### config.mk
export PLATFORM = sky130hd
export DESIGN_NAME = sat_counter
export DESIGN_NICKNAME = d
export VERILOG_FILES = /design/src/rtl/mod10_seq_checker_sat_counter.sv
export SDC_FILE = /design/constraint.sdc
export NUM_CORES = 1
export LEC_CHECK = 0
export CORE_AREA = 2 2 39 41
export CTS_BUF_LIST = sky130_fd_sc_hd__clkbuf_2
export CTS_CLUSTER_DIAMETER = 200
export DETAILED_ROUTE_END_ITERATION = 7
export DIE_AREA = 0 0 41 43
export SLEW_MARGIN = 20
export SYNTH_ARGS = -nofsm -noshare
export SYNTH_HDL_FRONTEND = slang
export SYNTH_SLANG_ARGS = --single-unit
### constraint.sdc
create_clock -name clk -period 1.7 [get_ports clk]
set_clock_uncertainty 0.15 [all_clocks]
set_input_delay 0.255 -clock clk [delete_from_list [all_inputs] [get_ports clk]]
set_output_delay 0.255 -clock clk [all_outputs]
set_load 0.1 [all_outputs]
### src/rtl/mod10_seq_checker_sat_counter.sv
// Event counter that either saturates at all-ones (SAT=1) or wraps (SAT=0).
module sat_counter #(
  parameter int CNT_W = 8,
  parameter int SAT   = 1
) (
  input  logic             clk,
  input  logic             rst,
  input  logic             i_inc,
  output logic [CNT_W-1:0] o_count
);

  logic [CNT_W-1:0] r_count;
  logic             w_hold;

  assign w_hold  = (SAT != 0) && (&r_count);
  assign o_count = r_count;

  // Count one per i_inc; a saturating counter stops at all-ones.
  always_ff @(posedge clk) begin
    if (rst) begin
      r_count <= '0;
    end else if (i_inc && !w_hold) begin
      r_count <= r_count + 1'b1;
    end
  end

endmodule

==> results.sh <==
export IMPL_ctsLongestPathBuffers=2
export IMPL_cp_top_family="flip-flops"
export IMPL_core_area_um2=1380
export IMPL_path_cells="ha_4, and3_4, a211oi_2, mux2_4"
export IMPL_num_vias=393
export IMPL_timing_setup_tns_ns=0
export IMPL_worstMarginPinSlew_ns=0.329
export IMPL_diodes=0
export IMPL_die_area_um2=1760
export IMPL_synth_seq_cells=8
export IMPL_cts_made_buffers=3
export IMPL_rsz0062_at_grt="false"
export IMPL_seq_area_frac_synth_pct=35.9
export IMPL_hpwl_um=754
export IMPL_globalRouteTotalUtil_pct=15.2
export IMPL_clk_latency_ns=0.24
export IMPL_worstHoldPathType="register to register"
export IMPL_power_density_nw_per_um2=588
export IMPL_port_buffer_count=10
export IMPL_io_pins=11
export IMPL_synth_edff_count=0
export IMPL_cp_slowest_cell="dfxtp_4"
export IMPL_critPathArrivalTime_ns=1.53
export IMPL_synth_top_family_by_area="simple AND/OR/NAND/NOR gates"
export IMPL_grt_overflow_total=0
export IMPL_cts_root_buf="clkbuf_2"
export IMPL_start_util_pct=32.3
export IMPL_drcViolationCount=0
export IMPL_cts_resized_gates=0
export IMPL_ys_warn_count=0
export IMPL_min_path_cells=1
export IMPL_fin_nets=65
export IMPL_synth_compound_area_share_pct=23.2
export IMPL_post_cts_buffers=0
export IMPL_drt_wl_total_um=982
export IMPL_synth_cell_types=27
export IMPL_vias_per_cell=5.17
export IMPL_critPathLaunch="o_count[0]"
export IMPL_fmax_mhz=645
export IMPL_drv_cap=0
export IMPL_min_to="o_count[7]"
export IMPL_r2r_slack_ns=0.15
export IMPL_clock_sinks=8
export IMPL_r2r_end="o_count[5]"
export IMPL_relSlewSlack_pct=78.0
export IMPL_grt_pass1_wl_um=1700
export IMPL_die_x_um=41
export IMPL_drive_gt1_share_pct=56.7
export IMPL_critPathCaptureType="register"
export IMPL_synth_nets=48
export IMPL_timing_hold_ws_ns=0.341
export IMPL_finalPower_uw=422
export IMPL_drtIter0Drc=8
export IMPL_async_flop_share_pct=0
export IMPL_hold_viol=0
export IMPL_synth_top_area_cell="dfxtp_1"
export IMPL_cp_start_kind="register"
export IMPL_drv_slew=0
export IMPL_die_h_um=43
export IMPL_final_common_cell="buf_12"
export IMPL_row_count=14
export IMPL_p_leak_uw=0.000265
export IMPL_antenna_found_initial=0
export IMPL_synth_area_leaders="dfxtp_1 36%, mux2_4 6.7%, a211oi_1 5.0%"
export IMPL_worst_setup_path_type="register to register"
export IMPL_cts_max_level=1
export IMPL_synth_xor_area_share_pct=0
export IMPL_synth_adder_area_share_pct=2.80
export IMPL_path_buf_inv=0
export IMPL_cts_tree="yes"
export IMPL_finalWorstSetupSlack_ns=0.151
export IMPL_synthMuxAreaShare_pct=8.96
export IMPL_synthFlopType="dfxtp_1"
export IMPL_pre_cts_ws_ns=-0.0453
export IMPL_status="finished, final reports clean"
export IMPL_yosys_area_share_simple_pct=23.2
export IMPL_dr_pass1_iters=4
export IMPL_critPathRequiredTime_ns=1.68
export IMPL_synth_top_area_share_pct=35.9
export IMPL_fin_crit_sh_pct=91.1
export IMPL_synth_area_um2=447
export IMPL_path_clk_slew_ns=0.09
export IMPL_layout_common_cells="8 x buf_12, 5 x dfxtp_2, 5 x buf_4"
export IMPL_rr_startpoint="o_count[0]"
export IMPL_synthToLayoutAreaGrowth_pct=60.5
export IMPL_path_max_fanout=9
export IMPL_peakVddDrop_v=0.000433
export IMPL_worstHoldStart="o_count[7]"
export IMPL_r2r_cells=4
export IMPL_grt_pass1_vias=376
export IMPL_synthCells=44
export IMPL_ctsHoldBuffers=0
export IMPL_max_stage_delay_ns=0.38
export IMPL_fin_crit_ns=1.55
export IMPL_ant_nets=0
export IMPL_largest_register_ffs=8
export IMPL_gp_congestion=0.712
export IMPL_syn_avg_cell_area_um2=10.2
export IMPL_setup_viol=0
export IMPL_grt_max_degree=10
export IMPL_wl_per_cell_um=12.9
report_power, final:
| group | switching (uW) | internal, uW | leakage [uW] |
|---|---|---|---|
| clock | 66.6 | 62.5 | 0.0000166 |
| sequential | 11.1 | 191 | 0.0000695 |
| combinational | 50.8 | 39.7 | 0.000179 |
stage by stage:
| stage | area, um2 | utilization [%] | instances |
|---|---|---|---|
| floorplan | 482 | - | 44 |
| global placement | 697 | 50.4 | 72 |
| detailed placement | 697 | 50.4 | 72 |
| CTS | 717 | 51.8 | 76 |
| global route | 717 | 51.8 | 76 |
| finish | 717 | 51.8 | 76 |
routing by layer:
metal	routed length [um]	GRT usage (%)
met1	467	19.8
met4	15	8.00
met3	29	9.42
met5	0	0
met2	469	18.8
Yosys cell counts (2+ instances only):
| cell | number |
|---|---|
| nor2_1 | 2 |
| nand2b_1 | 2 |
| mux2_4 | 2 |
| nor2b_1 | 3 |
| a21oi_1 | 3 |
| a211oi_1 | 3 |
| nor3_1 | 2 |
| dfxtp_1 | 8 |
logic make-up after synthesis:
kind of cell             Yosys count
flip-flops                         8
AO/OA/AOI/OAI                     12
AND/OR/NAND/NOR                   16
adder cells (fa/ha/maj)            1
multiplexers                       3
buffers and inverters              4
worst register-to-register path, delay by kind of cell, from the launching register on:
| family | cells | cell delay, ns |
|---|---|---|
| flip-flops | 1 | 0.38 |
| multiplexers | 1 | 0.31 |
| AND/OR/NAND/NOR | 1 | 0.22 |
| AO/OA/AOI/OAI | 1 | 0.22 |
| adder cells (fa/ha/maj) | 1 | 0.16 |
worst max path at each step:
stage / end / slack, ns / cells after the start
finish: o_count[5] / 0.15 / 4
global route: o_count[5] / 0.1 / 4
CTS: o_count[5] / 0.15 / 4
detailed placement: o_count[5] / -0.05 / 4
global placement: o_count[5] / -0.008 / 4
floorplan: o_count[5] / -0.01 / 5
layout make-up:
cell class,count,area [um2]
sequential,8,178
inverter,1,3.75
clock buffer,4,20.0
fill,127,667
tap,16,20.0
multi-input combinational,32,278
timing repair buffer,15,218
(Power assumes the default switching activity.)
